[src/rtl/pme_wake_gen.sv]
// rtl/pme_wake_gen.sv - PME#/WAKE# assertion generator with sticky status, rearm and retry counting
module pme_wake_gen #(
    parameter int         CNT_W     = 8,
    parameter logic [3:0] RETRY_MAX = 4'd15
) (
    input  logic             clk,
    input  logic             pgoodaux,
    input  logic             t1ms_tick,
    input  logic             pme_event_pls,
    input  logic             pme_en,
    input  logic             pme_sts_clr,
    input  logic [3:0]       pulse_width,
    input  logic [7:0]       rearm_period,
    output logic             pme_drv_n,
    output logic             pme_sts,
    output logic [CNT_W-1:0] event_cnt,
    output logic [3:0]       retry_cnt,
    output logic [1:0]       pme_state
);

    typedef enum logic [1:0] {
        ST_IDLE     = 2'd0,
        ST_ASSERT   = 2'd1,
        ST_WAIT_ACK = 2'd2,
        ST_UNUSED   = 2'd3
    } state_t;

    state_t           state_q, state_d;
    logic [3:0]       width_q, width_d;
    logic [7:0]       rearm_q, rearm_d;
    logic             sts_q, sts_d;
    logic [CNT_W-1:0] evt_q, evt_d;
    logic [3:0]       retry_q, retry_d;
    logic             drv_n_q, drv_n_d;

    logic             ev_acc;
    logic [3:0]       width_load;
    logic [CNT_W-1:0] evt_inc;
    logic [3:0]       retry_inc;

    assign ev_acc     = pme_event_pls & pme_en;
    assign width_load = (pulse_width == 4'd0) ? 4'd1 : pulse_width;
    assign evt_inc    = (evt_q == {CNT_W{1'b1}}) ? evt_q : evt_q + CNT_W'(1);
    assign retry_inc  = (retry_q >= RETRY_MAX) ? RETRY_MAX : retry_q + 4'd1;

    // Status/counter updates and FSM next state; enable loss and clear dominate the state walk
    always_comb begin
        state_d = state_q;
        width_d = width_q;
        rearm_d = rearm_q;
        sts_d   = sts_q;
        evt_d   = evt_q;
        retry_d = retry_q;

        if (pme_sts_clr) begin
            sts_d   = 1'b0;
            evt_d   = '0;
            retry_d = 4'd0;
        end
        if (ev_acc) begin
            sts_d = 1'b1;
            evt_d = pme_sts_clr ? CNT_W'(1) : evt_inc;
        end

        if (!pme_en) begin
            state_d = ST_IDLE;
        end else if (pme_sts_clr) begin
            if (ev_acc) begin
                state_d = ST_ASSERT;
                width_d = width_load;
            end else begin
                state_d = ST_IDLE;
            end
        end else begin
            case (state_q)
                ST_IDLE: begin
                    if (ev_acc || sts_q) begin
                        state_d = ST_ASSERT;
                        width_d = width_load;
                    end
                end
                ST_ASSERT: begin
                    if (t1ms_tick) begin
                        if (width_q <= 4'd1) begin
                            state_d = ST_WAIT_ACK;
                            width_d = 4'd0;
                            rearm_d = rearm_period;
                        end else begin
                            width_d = width_q - 4'd1;
                        end
                    end
                end
                ST_WAIT_ACK: begin
                    // A zero rearm count means re-assertion is disabled: park here
                    if (t1ms_tick && (rearm_q != 8'd0)) begin
                        if (rearm_q == 8'd1) begin
                            state_d = ST_ASSERT;
                            width_d = width_load;
                            rearm_d = 8'd0;
                            retry_d = retry_inc;
                        end else begin
                            rearm_d = rearm_q - 8'd1;
                        end
                    end
                end
                default: state_d = ST_IDLE;
            endcase
        end

        drv_n_d = (state_d != ST_ASSERT);
    end

    // State and output registers; reset releases the pin without waiting for a clock
    always_ff @(posedge clk or negedge pgoodaux) begin
        if (!pgoodaux) begin
            state_q <= ST_IDLE;
            width_q <= 4'd0;
            rearm_q <= 8'd0;
            sts_q   <= 1'b0;
            evt_q   <= '0;
            retry_q <= 4'd0;
            drv_n_q <= 1'b1;
        end else begin
            state_q <= state_d;
            width_q <= width_d;
            rearm_q <= rearm_d;
            sts_q   <= sts_d;
            evt_q   <= evt_d;
            retry_q <= retry_d;
            drv_n_q <= drv_n_d;
        end
    end

    assign pme_drv_n = drv_n_q;
    assign pme_sts   = sts_q;
    assign event_cnt = evt_q;
    assign retry_cnt = retry_q;
    assign pme_state = state_q;

endmodule
[config.mk]
export PLATFORM = sky130hd
export DESIGN_NAME = pme_wake_gen
export DESIGN_NICKNAME = d
export VERILOG_FILES = /design/src/rtl/pme_wake_gen.sv
export SDC_FILE = /design/constraint.sdc
export NUM_CORES = 1
export LEC_CHECK = 0
export CAP_MARGIN = 5
export CORE_ASPECT_RATIO = 0.5
export CORE_MARGIN = 2
export CORE_UTILIZATION = 40
export CTS_BUF_LIST = sky130_fd_sc_hd__clkbuf_4 sky130_fd_sc_hd__clkbuf_8
export DETAILED_ROUTE_END_ITERATION = 10
export GPL_TIMING_DRIVEN = 0
export PLACE_DENSITY = 0.64
export SYNTH_ARGS = -nofsm -noshare
export SYNTH_HDL_FRONTEND = slang
export SYNTH_SLANG_ARGS = --single-unit
[constraint.sdc]
create_clock -name clk -period 2.7 [get_ports clk]
set_input_delay 0.405 -clock clk [delete_from_list [all_inputs] [get_ports clk]]
set_output_delay 0.405 -clock clk [all_outputs]
set_load 0.02 [all_outputs]
==> results of run 1 <==
-- path summary, 6_finish.rpt --
path	from	endpoint	slack, ps	cells after the start
min	pgoodaux	rearm_q[0]	140	1
max	rearm_q[1]	width_q[2]	300	7
max in group asynchronous	pgoodaux	retry_cnt[0]	2140	1
min reg2reg	rearm_q[5]	rearm_q[5]	560	1
max reg2reg	rearm_q[1]	width_q[2]	300	7
min in group clk	rearm_q[5]	rearm_q[5]	560	1
-- layout make-up --
type	count	area share, %
multi-input cells	151	45.78
flip-flops and latches	28	30.57
repair buffers	33	14.17
well taps	57	3.106
inverters	16	2.616
clock buffers	4	2.398
plain buffers	6	1.362
-- cells in the mapped netlist (2+ instances only) --
cell type	n
nor3_1	12
nand2b_1	2
o32ai_1	2
inv_1	15
mux2i_1	3
or2_2	2
nand2_1	14
xor2_1	4
ha_1	11
nor2_1	15
o21ai_0	13
a211oi_1	2
nand4_1	3
clkbuf_1	4
a21oi_1	14
nand3_1	7
mux2_2	3
dfrtp_1	27
and3_1	2
nor4_1	2
nor2b_1	5
xnor2_1	2
a22o_1	6
a31oi_1	2
-- layer usage --
layer,GRT usage [%],up-vias
met5,0,-
met4,3.425,0
met3,3.629,2
met2,28.15,36
met1,21.79,746
li1,-,804
-- power groups by stage --
stage	sequential, mW	clock [mW]	combinational [mW]
6_report	0.574	0.265	0.379
5_1_grt	0.584	0.297	0.425
4_1_cts	0.572	0.277	0.378
3_5_place_dp	0.578	0	0.378
3_3_place_gp	0.577	0	0.371
2_1_floorplan	0.568	0	0.266
-- cell families after synthesis --
logic type                 synth area share (%)
and+or+nand+nor                           22.66
AOI/OAI and AO/OA                         20.56
DFF                                       38.06
buffers and inverters                     4.952
adders and majority gates                 7.463
xor gates and xnor gates                  2.849
muxes                                     3.460
-- registers in the layout, summed over array words and instances (netlist names) --
name	flops
width_q	4
pme_drv_n	1
retry_cnt	4
event_cnt	8
pme_sts	1
rearm_q	8
pme_state	2
-- through the flow --
step           hold slack, ps  total power, mW
2_1_floorplan           109.4           0.8337
3_3_place_gp            520.4           0.9485
3_5_place_dp            528.5           0.9560
4_1_cts                 554.3            1.227
5_1_grt                 173.7            1.306
6_report                142.8            1.218
-- critical path: stages (launching register included) --
cell,delay [ps]
dfrtp_1,410
inv_1,120
ha_1,200
or4b_4,510
nor4_4,310
nor3_1,110
a21oi_2,260
mux2_2,370
==> impl_metrics.yaml, run 1 <==
status:
  outcome: "finished clean"
critical_path:
  worstSetupEndpointType: "register"
  worst_ep_required_time_ps: 2870
  path_class: "reg2reg"
  cp.arrival_ps: 2570
  start_kind: "register"
  path_max_fanout: 4
synthesis:
  yosys_most_used_dff: "dfrtp_1"
  yosys_warnings: 0
  synth.avg_cell_area_um2: 9.175
  synth_edf_count: 0
  ys_seq_area_share_pct: 38.06
  synth_fp_nets: 230
  synth_cells: 201
  synth_cell_type_count: 53
  synthArstFlopShare_pct: 100.0
  synth_area_mm2: 0.001844
  yosysTopAreaCellShare_pct: 36.64
  synth-seq-cells: 28
  synthTopCellsByArea: "dfrtp_1 (37%), ha_1 (7.5%), a21oi_1 (3.8%), o21ai_0 (3.5%), nor3_1 (3.3%)"
  synth_area_leader_cell: "dfrtp_1"
floorplanning:
  io_pins: 34
  core.rowCount: 17
  core_mm2: 0.004424
  die-width_um: 100.0
  die_h_um: 52.02
  fp.dieArea_mm2: 0.005203
  start_util_pct: 41.69
cells_and_area:
  drive_gt1_share_pct: 9.244
  nets: 268
  diodes: 0
  multi_input_area_mm2: 0.001051
  final_common_cell: "clkdlybuf4s50_1"
  fin_util_pct: 51.89
  fillers: 420
  seq_area_um2: 701.9
  layout_common_cells: "clkdlybuf4s50_1 (32), dfrtp_1 (27), inv_1 (15), nor2_1 (15)"
  syn_to_final_growth_pct: 24.49
  fin_area_mm2: 0.002296
  fin_cells: 295
detailed_routing:
  wl_met3_um: 147
  highest_layer: "met4"
  wl_per_cell_um: 13.56
  wl_mm: 4.001
  viasPerCell: 5.383
  first_iter_violations: 55
  drt_first_pass_iters: 4
  met1_length_mm: 2.037
  wl_met2_mm: 1.784
  ant_nets: 0
  vias: 1588
  drc: 0
power:
  p_seq_share_pct: 47.1
  net-switching-power_uw: 417.0
  internal_power_uw: 800.9
  power_frac_comb_pct: 31.1
  irDropWorstVdd_uv: 309.7
  power_frac_clock_pct: 21.8
  power_density_mw_per_mm2: 530.5
  power_leakage_nw: 0.9540
  swShare_pct: 34.24
global_routing:
  overflow: 0
  antenna_found_initial: 0
  grt_pass1_vias: 1460
  grt_max_degree: 29
  track_usage_pct: 16.48
  grt_pass1_wl_mm: 6.748
clock_network:
  clk_pin_slew_ps: 100
  clock_latency_ps: 280
  cts_root_buf: "clkbuf_8"
  holdBufCountCts: 0
  tritoncts: "done"
  cts_sinks: 28
  cts_resized: 0
  htree_levels: 1
  cts_buffer_depth: 2
  cts_setup_buffers: 0
  cts_buffers: 3
sta:
  setup_tns_ps: 0
  fmax_mhz: 416.3
  post-route-period-util_pct: 88.96
  rsz0062_at_grt: "false"
  finClkSkew_ps: 2.506
  hold_viol: 0
  slew_headroom_pct: 56.34
  fin_ws_ps: 298.2
  min_period_ps: 2402
  worstMarginPinSlew_ps: 655.0
  final-max-slew-violation-count: 0
  finalSetupViolations: 0
placement:
  pre_cts_slack_ps: 138.7
  port_buffers: 33
  placed_cells: 291
  hpwl_mm: 2.980
  dpl-instance-area_mm2: 0.002246
  gp_congestion: 0.8130
flow_run:
  max-cap-violations: 0
hold_path:
  min_path_type: "in2async"
Power figures use the tool's default switching activity.
==> run 2: changes to the inputs <==
--- a/config.mk
+++ b/config.mk
@@ -8,11 +8,12 @@
 export CAP_MARGIN = 5
 export CORE_ASPECT_RATIO = 0.5
 export CORE_MARGIN = 2
-export CORE_UTILIZATION = 40
+export CORE_UTILIZATION = 54
 export CTS_BUF_LIST = sky130_fd_sc_hd__clkbuf_4 sky130_fd_sc_hd__clkbuf_8
+export CTS_CLUSTER_DIAMETER = 150
 export DETAILED_ROUTE_END_ITERATION = 10
 export GPL_TIMING_DRIVEN = 0
-export PLACE_DENSITY = 0.64
+export PLACE_DENSITY = 0.82
 export SYNTH_ARGS = -nofsm -noshare
 export SYNTH_HDL_FRONTEND = slang
 export SYNTH_SLANG_ARGS = --single-unit
==> impl_metrics.yaml, run 2 (synthesized netlist as in run 1, its figures left out) <==
status:
  outcome: "finished clean"
detailed_routing:
  first_iter_violations: 135
  drc: 0
  ant_nets: 0
  vias: 1679
  drt_first_pass_iters: 5
  viasPerCell: 6.040
  wl_mm: 4.155
  wl_per_cell_um: 14.95
global_routing:
  antenna_found_initial: 0
  overflow: 0
  track_usage_pct: 22.37
  grt_pass1_vias: 1551
  grt_max_degree: 29
  grt_pass1_wl_mm: 6.879
clock_network:
  tritoncts: "done"
  cts_root_buf: "clkbuf_8"
  cts_buffer_depth: 2
  cts_sinks: 28
  clock_latency_ps: 280
  cts_setup_buffers: 0
  cts_buffers: 3
  cts_resized: 0
  clk_pin_slew_ps: 100
  htree_levels: 1
  holdBufCountCts: 0
sta:
  min_period_ps: 2414
  hold_viol: 0
  final-max-slew-violation-count: 0
  rsz0062_at_grt: "false"
  holdWs_ps: 134.3
  slew_headroom_pct: 57.86
  fmax_mhz: 414.3
  worstMarginPinSlew_ps: 632.1
  finalSetupViolations: 0
  setup_tns_ps: 0
  post-route-period-util_pct: 89.41
  finClkSkew_ps: 3.575
flow_run:
  max-cap-violations: 0
cells_and_area:
  fillers: 232
  layout_common_cells: "clkdlybuf4s50_1 (32), dfrtp_1 (27), inv_1 (15), nor2_1 (15)"
  diodes: 0
  fin_cells: 278
  drive_gt1_share_pct: 9.244
  nets: 268
  final_common_cell: "clkdlybuf4s50_1"
  fin_area_mm2: 0.002275
  syn_to_final_growth_pct: 23.34
power:
  irDropWorstVdd_uv: 333.9
  power_frac_clock_pct: 21.8
  internal_power_uw: 801.4
  net-switching-power_uw: 424.5
  p_seq_share_pct: 47.1
  swShare_pct: 34.62
  power_density_mw_per_mm2: 538.9
  power_frac_comb_pct: 31.1
  p_total_mw: 1.226
  power_leakage_nw: 0.9540
placement:
  placed_cells: 274
  dpl-instance-area_mm2: 0.002225
  gp_congestion: 0.8745
  hpwl_mm: 3.110
  port_buffers: 33
hold_path:
  min_path_type: "in2async"
critical_path:
  cp_top_family: "simple AND/OR/NAND/NOR gates"
  worst-path-buf-inv: 1
  cpPeakStageDelay_ps: 500
  worst_ep_required_time_ps: 2870
  start_kind: "register"
  worstSetupEndpointType: "register"
  critPathSlowestCell: "or4b_4"
  cp_cell_sequence: "inv_1 > ha_1 > or4b_4 > nor4_4 > nor3_1 > a21oi_2 > mux2_2"
  path_max_fanout: 4
  cp.arrival_ps: 2590
  path_class: "reg2reg"
floorplanning:
  io_pins: 34
  die_h_um: 45.33
  core.rowCount: 14
  start_util_pct: 58.82
  core_mm2: 0.003136
  die-width_um: 86.65
  fp.dieArea_mm2: 0.003927
## run 2: cell type report
| type | instances | area (µm²) | area share (%) |
|---|---|---|---|
| sequential | 28 | 701.9 | 30.86 |
| inverter | 16 | 60.06 | 2.640 |
| clock buffer | 4 | 55.05 | 2.420 |
| multi-input combinational | 151 | 1051 | 46.20 |
| tap | 40 | 50.05 | 2.200 |
| timing repair buffer | 33 | 325.3 | 14.30 |
| buffer | 6 | 31.28 | 1.375 |
## run 2: per-layer routing
| layer | vias up | part of all wire [%] | GRT usage, % | wire (µm) |
|---|---|---|---|---|
| met4 | 0 | 0.84 | 5.313 | 35 |
| met3 | 6 | 6.1 | 4.936 | 255 |
| li1 | 804 | - | - | - |
| met5 | - | 0 | 0 | 0 |
| met1 | 799 | 45 | 27.80 | 1876 |
| met2 | 70 | 48 | 40.77 | 1988 |
## run 2: through the flow
step	util [%]	setup WS (ps)
after detailed placement	70.95	156.4
after global placement	70.95	151.1
after floorplan	-	551.2
final	72.55	286.0
after CTS	72.71	296.2
after global routing	72.55	162.2
## run 2: worst paths after layout
path	slack [ps]	cells past startpoint	endpoint	startpoint
worst max-delay path	290	7	width_q[2]	rearm_q[1]
worst min-delay path	130	1	event_cnt[7]	pgoodaux
worst max register to register	290	7	width_q[2]	rearm_q[1]
worst min register to register	560	1	rearm_q[5]	rearm_q[5]
max in group asynchronous	2160	1	event_cnt[0]	pgoodaux
min in group clk	560	1	rearm_q[5]	rearm_q[5]
## run 2: power groups by stage
stage	registers (mW)	logic [mW]	clock network (mW)
2_1_floorplan	0.568	0.266	0
3_3_place_gp	0.577	0.365	0
3_5_place_dp	0.581	0.380	0
4_1_cts	0.574	0.381	0.271
5_1_grt	0.587	0.426	0.280
6_report	0.577	0.381	0.268
==> run 3: changes to the inputs <==
--- a/config.mk
+++ b/config.mk
@@ -17,3 +17,4 @@
 export SYNTH_ARGS = -nofsm -noshare
 export SYNTH_HDL_FRONTEND = slang
 export SYNTH_SLANG_ARGS = --single-unit
+export TNS_END_PERCENT = 1
==> results of run 3 <==
Same layout as run 2: the final DEF is identical, and so are final timing and power.
